$ cat src/rtl/bram_dwc_pkg.sv
// Shared types and elaboration helpers for the serial BRAM data-width converter.
//
// Contents:
//   dwcState_t - converter FSM states (IDLE, WRITE, READ, DRAIN)
//   ratio      - number of slave beats per master access
//   clog2      - ceiling log2 for constant expressions
//   idxBitw    - beat-index width, never less than one bit
//   beBitw     - byte-enable width of a data bus
package bram_dwc_pkg;

   typedef enum logic [1:0] {
      IDLE  = 2'd0,
      WRITE = 2'd1,
      READ  = 2'd2,
      DRAIN = 2'd3
   } dwcState_t;

   function automatic int ratio(input int mstBitw, input int slvBitw);
      return mstBitw / slvBitw;
   endfunction

   function automatic int clog2(input int value);
      int r;
      r = 0;
      while ((1 << r) < value) r++;
      return r;
   endfunction

   // An N=1 converter still needs a one-bit index so every vector stays legal.
   function automatic int idxBitw(input int numBeats);
      return (numBeats > 1) ? clog2(numBeats) : 1;
   endfunction

   function automatic int beBitw(input int dataBitw);
      return dataBitw / 8;
   endfunction

endpackage

$ cat src/rtl/bram_dwc_rd_tracker.sv
// Read-tag pipeline for the serial BRAM data-width converter.
// Carries (valid, beat index) for each issued read beat through LATENCY
// stages so the tag emerges in the same cycle as the BRAM read data.
//
// Ports:
//   Clk_CI          clock
//   Rst_RBI         asynchronous active-low reset, clears all tags
//   IssueValid_SI   a read beat is on the BRAM port this cycle
//   IssueIdx_SI     beat index of that read beat
//   TagValid_SO     read data for beat TagIdx_SO is on BramRd_DI this cycle
//   TagIdx_SO       beat index of the emerging tag
//   LastCapture_SO  emerging tag belongs to the final beat
module bram_dwc_rd_tracker #(
   parameter int LATENCY   = 1,
   parameter int NUM_BEATS = 4,
   parameter int IDX_BITW  = 2
) (
   input  logic                Clk_CI,
   input  logic                Rst_RBI,
   input  logic                IssueValid_SI,
   input  logic [IDX_BITW-1:0] IssueIdx_SI,
   output logic                TagValid_SO,
   output logic [IDX_BITW-1:0] TagIdx_SO,
   output logic                LastCapture_SO
);

   localparam logic [IDX_BITW-1:0] LAST_IDX = IDX_BITW'(NUM_BEATS - 1);

   logic                validQ [LATENCY];
   logic [IDX_BITW-1:0] idxQ   [LATENCY];

   always_ff @(posedge Clk_CI or negedge Rst_RBI) begin
      if (!Rst_RBI) begin
         for (int i = 0; i < LATENCY; i++) begin
            validQ[i] <= 1'b0;
            idxQ[i]   <= '0;
         end
      end else begin
         validQ[0] <= IssueValid_SI;
         idxQ[0]   <= IssueIdx_SI;
         for (int i = 1; i < LATENCY; i++) begin
            validQ[i] <= validQ[i-1];
            idxQ[i]   <= idxQ[i-1];
         end
      end
   end

   assign TagValid_SO    = validQ[LATENCY-1];
   assign TagIdx_SO      = idxQ[LATENCY-1];
   assign LastCapture_SO = validQ[LATENCY-1] && (idxQ[LATENCY-1] == LAST_IDX);

endmodule

$ cat src/rtl/bram_dwc_serial.sv
// Sequential BRAM data-width converter: a wide master port serialised onto a
// narrow BRAM slave port, N = MST_DATA_BITW/SLV_DATA_BITW beats per access.
// Read beats are reassembled into one wide word.
//
// Optional feature: define BRAM_DWC_SKIP_EMPTY_EN to skip write beats whose
// byte-enable slice is all zero; otherwise every beat takes its cycle.
//
// Ports:
//   Clk_CI, Rst_RBI          clock, asynchronous active-low reset
//   Req_SI/Gnt_SO            master request / combinational grant
//   Addr_SI, WrEn_SI, Wr_DI  master byte address, byte enables (0 = read), data
//   RdValid_SO, Rd_DO        one-cycle read-done pulse, assembled read word
//   Busy_SO                  FSM not IDLE
//   BramEn_SO, BramAddr_SO, BramWrEn_SO, BramWr_DO, BramRd_DI  slave port
//
// state | meaning
// ------+----------------------------------------------------------
// IDLE  | no access in flight, grant possible
// WRITE | issuing write beats, one per cycle
// READ  | issuing read beats, one per cycle
// DRAIN | waiting for the final read beat's data to return
module bram_dwc_serial
   import bram_dwc_pkg::*;
#(
   parameter int ADDR_BITW     = 32,
   parameter int MST_DATA_BITW = 128,
   parameter int SLV_DATA_BITW = 32,
   parameter int RD_LATENCY    = 1
) (
   input  logic                       Clk_CI,
   input  logic                       Rst_RBI,
   input  logic                       Req_SI,
   output logic                       Gnt_SO,
   input  logic [ADDR_BITW-1:0]       Addr_SI,
   input  logic [MST_DATA_BITW/8-1:0] WrEn_SI,
   input  logic [MST_DATA_BITW-1:0]   Wr_DI,
   output logic                       RdValid_SO,
   output logic [MST_DATA_BITW-1:0]   Rd_DO,
   output logic                       Busy_SO,
   output logic                       BramEn_SO,
   output logic [ADDR_BITW-1:0]       BramAddr_SO,
   output logic [SLV_DATA_BITW/8-1:0] BramWrEn_SO,
   output logic [SLV_DATA_BITW-1:0]   BramWr_DO,
   input  logic [SLV_DATA_BITW-1:0]   BramRd_DI
);

   localparam int N        = ratio(MST_DATA_BITW, SLV_DATA_BITW);
   localparam int IDX_BITW = idxBitw(N);
   localparam int MST_BE   = beBitw(MST_DATA_BITW);
   localparam int SLV_BE   = beBitw(SLV_DATA_BITW);
   localparam logic [ADDR_BITW-1:0] ALIGN_MASK = ~ADDR_BITW'(MST_BE - 1);
   localparam logic [IDX_BITW-1:0]  LAST_IDX   = IDX_BITW'(N - 1);

   if (MST_DATA_BITW % SLV_DATA_BITW != 0) begin : gBadRatio
      $fatal(1, "MST_DATA_BITW must be a multiple of SLV_DATA_BITW");
   end
   if ((MST_DATA_BITW % 8 != 0) || (SLV_DATA_BITW % 8 != 0)) begin : gBadBytes
      $fatal(1, "data widths must be multiples of 8");
   end
   if (RD_LATENCY < 1) begin : gBadLatency
      $fatal(1, "RD_LATENCY must be at least 1");
   end

   dwcState_t stateQ, stateD;

   logic [IDX_BITW-1:0]      kQ;
   logic [ADDR_BITW-1:0]     addrQ;
   logic [MST_BE-1:0]        wrEnQ;
   logic [MST_DATA_BITW-1:0] wrDQ;

   logic                     bramEnQ;
   logic [ADDR_BITW-1:0]     bramAddrQ;
   logic [SLV_BE-1:0]        bramWeQ;
   logic [SLV_DATA_BITW-1:0] bramWrDQ;

   logic [ADDR_BITW-1:0]     srcAddr;
   logic [MST_BE-1:0]        srcWrEn;
   logic [MST_DATA_BITW-1:0] srcWrD;

   logic                     grant;
   logic                     issue;
   logic                     issueWr;
   logic [IDX_BITW-1:0]      issueIdx;
   logic                     issueEn;
   logic [SLV_BE-1:0]        issueWe;
   logic [SLV_BE-1:0]        weSlice;

   logic                     tagValid;
   logic [IDX_BITW-1:0]      tagIdx;
   logic                     lastCap;
   logic [MST_DATA_BITW-1:0] rdBufQ;
   logic [MST_DATA_BITW-1:0] rdMerged;
   logic [MST_DATA_BITW-1:0] rdDQ;
   logic                     rdValidQ;

`ifdef BRAM_DWC_SKIP_EMPTY_EN
   logic [IDX_BITW:0] nz;

   // Lowest beat index >= start with a non-empty enable slice; MSB = found.
   function automatic logic [IDX_BITW:0] findNz(input logic [MST_BE-1:0] be, input int start);
      logic [IDX_BITW:0] r;
      r = '0;
      for (int i = N - 1; i >= 0; i--) begin
         if ((i >= start) && (be[i*SLV_BE +: SLV_BE] != '0)) r = {1'b1, IDX_BITW'(i)};
      end
      return r;
   endfunction
`endif

   // In IDLE the first beat is launched straight from the master inputs;
   // later beats come from the copy registered at grant.
   always_comb begin
      srcAddr = addrQ;
      srcWrEn = wrEnQ;
      srcWrD  = wrDQ;
      if (stateQ == IDLE) begin
         srcAddr = Addr_SI & ALIGN_MASK;
         srcWrEn = WrEn_SI;
         srcWrD  = Wr_DI;
      end
   end

   always_ff @(posedge Clk_CI or negedge Rst_RBI) begin
      if (!Rst_RBI) stateQ <= IDLE;
      else          stateQ <= stateD;
   end

   always_comb begin
      stateD   = stateQ;
      grant    = 1'b0;
      issue    = 1'b0;
      issueWr  = 1'b0;
      issueIdx = kQ;
`ifdef BRAM_DWC_SKIP_EMPTY_EN
      nz       = '0;
`endif
      unique case (stateQ)
         IDLE: begin
            grant = Req_SI;
            if (Req_SI) begin
               issue = 1'b1;
               if (WrEn_SI != '0) begin
                  stateD  = WRITE;
                  issueWr = 1'b1;
`ifdef BRAM_DWC_SKIP_EMPTY_EN
                  nz       = findNz(WrEn_SI, 0);
                  issueIdx = nz[IDX_BITW-1:0];
`else
                  issueIdx = '0;
`endif
               end else begin
                  stateD   = READ;
                  issueIdx = '0;
               end
            end
         end
         WRITE: begin
`ifdef BRAM_DWC_SKIP_EMPTY_EN
            nz = findNz(wrEnQ, int'(kQ) + 1);
            if (nz[IDX_BITW]) begin
               issue    = 1'b1;
               issueWr  = 1'b1;
               issueIdx = nz[IDX_BITW-1:0];
            end else begin
               stateD = IDLE;
            end
`else
            if (kQ == LAST_IDX) begin
               stateD = IDLE;
            end else begin
               issue    = 1'b1;
               issueWr  = 1'b1;
               issueIdx = kQ + IDX_BITW'(1);
            end
`endif
         end
         READ: begin
            if (kQ == LAST_IDX) begin
               stateD = DRAIN;
            end else begin
               issue    = 1'b1;
               issueIdx = kQ + IDX_BITW'(1);
            end
         end
         DRAIN: begin
            if (lastCap) stateD = IDLE;
         end
         default: stateD = IDLE;
      endcase

      weSlice = srcWrEn[int'(issueIdx)*SLV_BE +: SLV_BE];
      issueWe = issueWr ? weSlice : '0;
      // A write beat with an empty enable slice still occupies its cycle
      // but leaves the BRAM disabled.
      issueEn = issueWr ? (weSlice != '0) : issue;
   end

   always_ff @(posedge Clk_CI or negedge Rst_RBI) begin
      if (!Rst_RBI) begin
         kQ        <= '0;
         addrQ     <= '0;
         wrEnQ     <= '0;
         wrDQ      <= '0;
         bramEnQ   <= 1'b0;
         bramAddrQ <= '0;
         bramWeQ   <= '0;
         bramWrDQ  <= '0;
      end else begin
         if (grant) begin
            addrQ <= srcAddr;
            wrEnQ <= WrEn_SI;
            wrDQ  <= Wr_DI;
         end
         if (issue) begin
            kQ        <= issueIdx;
            bramAddrQ <= srcAddr + ADDR_BITW'(int'(issueIdx) * SLV_BE);
            bramWrDQ  <= srcWrD[int'(issueIdx)*SLV_DATA_BITW +: SLV_DATA_BITW];
         end
         bramEnQ <= issueEn;
         bramWeQ <= issueWe;
      end
   end

   bram_dwc_rd_tracker #(
      .LATENCY   (RD_LATENCY),
      .NUM_BEATS (N),
      .IDX_BITW  (IDX_BITW)
   ) i_rdTracker (
      .Clk_CI         (Clk_CI),
      .Rst_RBI        (Rst_RBI),
      .IssueValid_SI  (bramEnQ && (stateQ == READ)),
      .IssueIdx_SI    (kQ),
      .TagValid_SO    (tagValid),
      .TagIdx_SO      (tagIdx),
      .LastCapture_SO (lastCap)
   );

   always_comb begin
      rdMerged = rdBufQ;
      rdMerged[int'(tagIdx)*SLV_DATA_BITW +: SLV_DATA_BITW] = BramRd_DI;
   end

   // The final slice is merged on its way into Rd_DO so the word is
   // published the cycle after the last data beat.
   always_ff @(posedge Clk_CI or negedge Rst_RBI) begin
      if (!Rst_RBI) begin
         rdBufQ   <= '0;
         rdDQ     <= '0;
         rdValidQ <= 1'b0;
      end else begin
         if (tagValid) rdBufQ <= rdMerged;
         if (lastCap)  rdDQ   <= rdMerged;
         rdValidQ <= lastCap;
      end
   end

   assign Gnt_SO      = grant;
   assign Busy_SO     = (stateQ != IDLE);
   assign BramEn_SO   = bramEnQ;
   assign BramAddr_SO = bramAddrQ;
   assign BramWrEn_SO = bramWeQ;
   assign BramWr_DO   = bramWrDQ;
   assign RdValid_SO  = rdValidQ;
   assign Rd_DO       = rdDQ;

endmodule

$ cat config.mk
export PLATFORM = sky130hd
export DESIGN_NAME = bram_dwc_serial
export DESIGN_NICKNAME = d
export VERILOG_FILES = /design/src/rtl/bram_dwc_pkg.sv /design/src/rtl/bram_dwc_rd_tracker.sv /design/src/rtl/bram_dwc_serial.sv
export SDC_FILE = /design/constraint.sdc
export NUM_CORES = 1
export LEC_CHECK = 0
export ABC_AREA = 1
export BUFFER_PORTS_ARGS = -buffer_cell sky130_fd_sc_hd__clkbuf_2
export CORE_MARGIN = 5
export CORE_UTILIZATION = 61
export CTS_CLUSTER_SIZE = 24
export DETAILED_ROUTE_END_ITERATION = 7
export PLACE_DENSITY = 0.84
export SETUP_SLACK_MARGIN = 0.2
export SLEW_MARGIN = 40
export SYNTH_ARGS = -nofsm -noshare
export SYNTH_HDL_FRONTEND = slang
export SYNTH_SLANG_ARGS = --single-unit
$ cat constraint.sdc
create_clock -name Clk_CI -period 4.2 [get_ports Clk_CI]
set_input_delay 0.21 -clock Clk_CI [delete_from_list [all_inputs] [get_ports Clk_CI]]
set_output_delay 0.21 -clock Clk_CI [all_outputs]
set_load 0.1 [all_outputs]
==> impl_metrics.toml, run 1 <==
[final_layout]
synthToLayoutAreaGrowth_pct = 24.1
layout_common_cells = "1286 x nand2_1, 477 x dfrtp_1, 405 x clkbuf_2"
finish.net_count = 3781
drive_above_1_share = 0.165
layout_commonest_cell = "nand2_1"
fin_area_sq_um = 29400

[worst_setup_path]
arrival_ns = 3.03
path_delay_family = "buffers and inverters"
worstSetupStartpointType = "flip-flop"
setup.worst_path.class = "flip-flop to primary output"
crit_path_start = "stateQ[1]"
cp_max_fo = 93
end_kind = "primary output"
crit_path_top_delay_cell = "buf_6"
r2r_cells = 15
critPathRequiredTime_ns = 3.99
r2r-start = "stateQ[0]"
critPathBufInv = 4
slowest_delay_ns = 0.61
crit_cells = 5
worstPathCellList = "inv_1 > ha_4 > clkinv_2 > buf_6 > clkbuf_2"

[power]
power_density_nw_per_um2 = 332
ir_worst_vdd_v = 0.000338
leakagePower_uw = 0.0148

[floorplanning]
fp-row-count = 72
die_x_microns = 207
fp.coreArea_sq_um = 38600
num_io_pins = 411
die_area_sq_um = 42800
dieHeight_microns = 207
start_util = 0.614

[detailed_routing]
drc = 0
drt-vias-per-instance = 5.72
first_pass_iters = 8
dr.first_iter.drc_count = 2621
ant_nets = 0
drt-total-wl_microns = 75200
avgRoutedWirePerCell_microns = 18.2
via_count = 23600

[yosys]
synth_seq_cells = 478
syn_inst = 3092
syn_area_sq_um = 23700
synth_edf_count = 0
async_reset_ff_frac = 1.00
yosysSeqAreaShare = 0.506
syn_nets = 3317
ys_top_cells_by_area = "dfrtp_1 51%, nand2_1 20%, o21ai_0 5.4%"
yosysUniqueCellTypes = 40
yosys.area.top_type = "dfrtp_1"
synthFlopType = "dfrtp_1"
avgSynthCellArea_sq_um = 7.65
ys_warn_count = 0
synth.top_cell.area_share = 0.506

[clock_tree]
cts-root-buf = "clkbuf_16"
cts_tree = "done"
postCtsSetupBuffers = 0
clk_path_buf_depth = 3
cts_hold_buffers = 172
cts_sinks = 478
ctsResizeCount = 0
numCtsBuffers = 50
clock_latency_ns = 0.59
h-tree-depth = 2
clk_pin_slew_ns = 0.06

[timing]
slew_viol_final = 0
finalSetupViolations = 0
slew_headroom = 0.468
setup_tns_ns = 0
holdWs_ns = 0.0717
final.setup_skew_ns = 0.0171
min_period_ns = 3.24
timing_hold_violations_final = 0
max_freq_ghz = 0.308
fin_ws_ns = 0.957
period_share = 0.772
tightest_slew_ns = 0.797
rsz0062_at_grt = "no"

[grt]
track_usage = 0.345
grt_pass1_wl_microns = 119000
grt_max_degree = 140
globalRouteOverflowTotal = 0
grt_pass1_vias = 23600
antenna_found_initial = 17

[worst_hold_path]
holdPathStages = 5
hold_class = "input port to flip-flop"
min_from = "BramRd_DI[9]"

[placed_design]
hpwl_microns = 44900
place_ws_ns = 1.13
io_buffers = 406
place_congestion = 0.925
dpl_cell_area_sq_um = 25800

[status]
status = "finished, final reports clean"

[flow_run]
cap_violations = 0
[synth_stat cells (5+ instances only)]
master,n
buf_1,14
o21ai_0,254
dfrtp_1,478
clkbuf_1,97
buf_4,19
o211ai_1,64
buf_6,5
nor2_2,8
a31oi_1,40
nand3b_1,6
ha_1,13
o21ai_1,14
a21oi_1,8
xor2_1,5
nand2_2,20
nand2_4,9
nand3_1,99
nand2_1,1289
o21a_1,7
o22ai_1,79
nor2_4,5
o21ai_2,7
buf_2,61
nor2_1,160
nand4_1,8
o32ai_1,32
inv_2,6
inv_1,268
[logic make-up after synthesis]
family | after synthesis | synth area share
adders and majority gates | 14 | 0.00772
and+or+nand+nor | 1612 | 0.272
xor gates and xnor gates | 7 | 0.00259
buffers and inverters | 473 | 0.0843
AOI/OAI and AO/OA | 508 | 0.128
DFF | 478 | 0.506
[power breakdown]
| group | leakage [uW] | switching, uW | internal [uW] | total, uW |
|---|---|---|---|---|
| combinational | 0.00918 | 251 | 201 | 452 |
| sequential | 0.00473 | 0.317 | 4610 | 4610 |
| clock | 0.000875 | 1880 | 2820 | 4710 |
[metrics by stage]
stage / std cells / utilization / total power, uW
2_1_floorplan: 3092 / - / 4740
3_3_place_gp: 3847 / 0.668 / 4990
3_5_place_dp: 3849 / 0.670 / 5000
4_1_cts: 4112 / 0.760 / 9770
5_1_grt: 4124 / 0.761 / 10000
6_report: 4128 / 0.762 / 9760
[metal layers]
metal,global-route usage,vias up,part of all wire
met5,0,-,0.00072
li1,-,10800,-
met3,0.0937,354,0.10
met2,0.549,1485,0.47
met1,0.439,11000,0.38
met4,0.173,8,0.053
[registers in the layout, summed over array words and instances (netlist names)]
name	count
Rd_DO	128
BramWr_DO	32
wrEnQ	16
BramAddr_SO	32
i_rdTracker.TagIdx_SO	2
kQ	2
BramEn_SO	1
addrQ	32
i_rdTracker.TagValid_SO	1
BramWrEn_SO	4
rdBufQ	97
wrDQ	128
stateQ	2
RdValid_SO	1
[tightest hold or removal path, delay by kind of cell]
family	cells	cell delay (ns)
buffers and inverters	2	0.18
AOI/OAI and AO/OA	1	0.11
and+or+nand+nor	2	0.11
[area by class of cell]
type	instances	area, sq um
tap	518	648
clock inverter	18	221
multi-input combinational	2141	9760
clock buffer	73	1530
timing repair buffer	611	4170
sequential	478	12000
antenna	15	37.5
fill	2676	9190
inverter	274	1040
[path summary, 6_finish.rpt]
| path | end | slack [ns] |
|---|---|---|
| max | Busy_SO | 0.96 |
| min | Rd_DO[73] | 0.07 |
| max reg2reg | BramAddr_SO[26] | 1.10 |
| min reg2reg | i_rdTracker.TagIdx_SO[1] | 0.41 |
| max in group asynchronous | wrDQ[110] | 2.69 |
| min in group asynchronous | Rd_DO[105] | 0.16 |
(Power assumes the default switching activity.)
==> inputs of run 2 (changes only) <==
Settings changed: CORE_UTILIZATION 61 to 51, PLACE_DENSITY 0.84 to 0.75.
Clock period 4.2 ns to 2.6 ns, I/O delays scaled along.
==> run 2 against run 1 <==
Effect of this change: the run now ends with design-rule violations left; clock power increased by 60%; final cell count increased by 3.9%; worst setup slack lost 0.67 ns; final area increased by 4.0%; critical endpoint is now BramAddr_SO[25]; largest cell class unchanged; largest power group unchanged; highest routed layer is now met4.
==> impl_metrics.toml, run 2 (synthesized netlist as in run 1, its figures left out) <==
[floorplanning]
num_io_pins = 411
die_area_sq_um = 50800
die_x_microns = 225
start_util = 0.511
fp-row-count = 79
fp.coreArea_sq_um = 46300
dieHeight_microns = 225

[status]
status = "finished, violations left"
failed_checks = "design-rule violations"

[power]
seqPwrFrac = 0.473
ir_worst_vdd_v = 0.000553
comb_power_share = 0.050
power_density_nw_per_um2 = 515
leakagePower_uw = 0.0152
switchingPower_uw = 3550
p_int_uw = 12200
p_clk_frac = 0.477
swShare = 0.226

[final_layout]
synthToLayoutAreaGrowth_pct = 29.1
finish.net_count = 3857
layout_commonest_cell = "nand2_1"
post-route-util = 0.660
drive_above_1_share = 0.183
layout_common_cells = "1280 x nand2_1, 477 x dfrtp_1, 403 x clkbuf_2"
fill_cells = 3709

[worst_setup_path]
worstPathCellList = "inv_2 > ha_4 > inv_4 > nand3_2 > nand2_2 > inv_4 > ha_4 > nand2_2 > nand2_2 > nand2_4 > nor2_4 > inv_2 > nor2_4 > nand2_1 > nand2_1 > nand2_1 > nand2_1 > nand2_1"
path_delay_family = "simple AND/OR/NAND/NOR gates"
cp_common_cell = "nand2_1"
cp_max_fo = 4
worstSetupStartpointType = "flip-flop"
arrival_ns = 2.80
slowest_delay_ns = 0.41
crit_cells = 18
critPathRequiredTime_ns = 3.08
end_kind = "flip-flop"
crit_path_top_delay_cell = "dfrtp_1"
critPathBufInv = 4
r2r_cells = 18
setup.worst_path.class = "flip-flop to flip-flop"

[worst_hold_path]
holdPathStages = 4
hold_class = "input port to flip-flop"

[timing]
period_share = 0.891
tightest_slew_ns = 0.795
timing_hold_violations_final = 0
finalSetupViolations = 0
setup_tns_ns = 0
slew_headroom = 0.470
min_period_ns = 2.32
max_freq_ghz = 0.432
rsz0062_at_grt = "yes"
final.setup_skew_ns = 0.0162
slew_viol_final = 0

[clock_tree]
cts_sinks = 478
clk_pin_slew_ns = 0.06
cts-root-buf = "clkbuf_16"
numCtsBuffers = 52
cts_tree = "done"
clk_path_buf_depth = 3
clock_latency_ns = 0.60
h-tree-depth = 2

[flow_run]
cap_violations = 0

[detailed_routing]
via_count = 23100
drt-total-wl_microns = 76600
avgRoutedWirePerCell_microns = 17.9
first_pass_iters = 8
dr.first_iter.drc_count = 2536
ant_nets = 0
drc = 2
drt-vias-per-instance = 5.38

[grt]
antenna_found_initial = 7
grt_pass1_vias = 22100
track_usage = 0.290
grt_pass1_wl_microns = 120000
grt_max_degree = 226
globalRouteOverflowTotal = 0

[placed_design]
place_congestion = 0.897
io_buffers = 406
hpwl_microns = 46700
## run 2: through the flow
| step | cell area, sq um | hold slack [ns] | setup slack, ns | cells | power, uW |
|---|---|---|---|---|---|
| global route | 30600 | 0.0258 | 0.142 | 4287 | 16200 |
| detailed placement | 26600 | 0.161 | 0.258 | 3984 | 8110 |
| floorplan | 23800 | -0.166 | 0.0800 | 3092 | 7660 |
| CTS | 30300 | 0.00577 | 0.238 | 4271 | 15800 |
| global placement | 26600 | 0.160 | 0.289 | 3984 | 8110 |
| finish | 30600 | 0.0359 | 0.283 | 4288 | 15700 |
## run 2: final cells by class
type | instances | area [sq um] | area share
antenna | 8 | 20.0 | 0.000655
clock buffer | 72 | 1490 | 0.0487
clock inverter | 23 | 234 | 0.00766
inverter | 274 | 1050 | 0.0343
multi-input combinational | 2142 | 9900 | 0.324
sequential | 478 | 12000 | 0.392
tap | 607 | 759 | 0.0249
timing repair buffer | 683 | 5120 | 0.168
timing repair inverter | 1 | 8.76 | 0.000287
## run 2: metal layers
metal | part of all wire | GRT usage | vias up
li1 | - | - | 10900
met1 | 0.41 | 0.395 | 10700
met2 | 0.47 | 0.462 | 1222
met3 | 0.085 | 0.0539 | 224
met4 | 0.041 | 0.119 | 0
met5 | 0 | 0 | -
## run 2: worst register-to-register path, cell delays in order (launching register included)
cell and delay (ns):
dfrtp_1 0.41, inv_2 0.14, ha_4 0.23, inv_4 0.06
nand3_2 0.08, nand2_2 0.11, inv_4 0.04, ha_4 0.25
nand2_2 0.05, nand2_2 0.08, nand2_4 0.06, nor2_4 0.16
inv_2 0.09, nor2_4 0.17, nand2_1 0.08, nand2_1 0.06
nand2_1 0.06, nand2_1 0.05, nand2_1 0.04
## run 2: timing repair
| item | in CTS | in global routing |
|---|---|---|
| hold endpoints to repair | 494 | 0 |
| endpoints found under the setup margin | 1 | 33 |
| cloned | 1 | 4 |
| pin swaps | 0 | 15 |
| resized for setup | 3 | 25 |
| buffers inserted | 0 | 4 |
| hold buffers | 191 | 0 |
## run 2: path summary, 6_finish.rpt
path,startpoint,end,slack [ns]
min reg2reg,kQ[1],i_rdTracker.TagIdx_SO[1],0.42
min in group asynchronous,Rst_RBI,Rd_DO[9],0.11
max reg2reg,stateQ[1],BramAddr_SO[25],0.28
max in group asynchronous,Rst_RBI,BramAddr_SO[24],1.61
max,stateQ[1],BramAddr_SO[25],0.28
min,Req_SI,addrQ[4],0.04
## run 2: power by group through the flow
stage,clock network (uW),registers [uW],logic (uW)
4_1_cts,7610,7440,768
3_3_place_gp,0,7580,536
3_5_place_dp,0,7580,534
6_report,7520,7440,784
2_1_floorplan,0,7580,77.7
5_1_grt,7920,7440,855
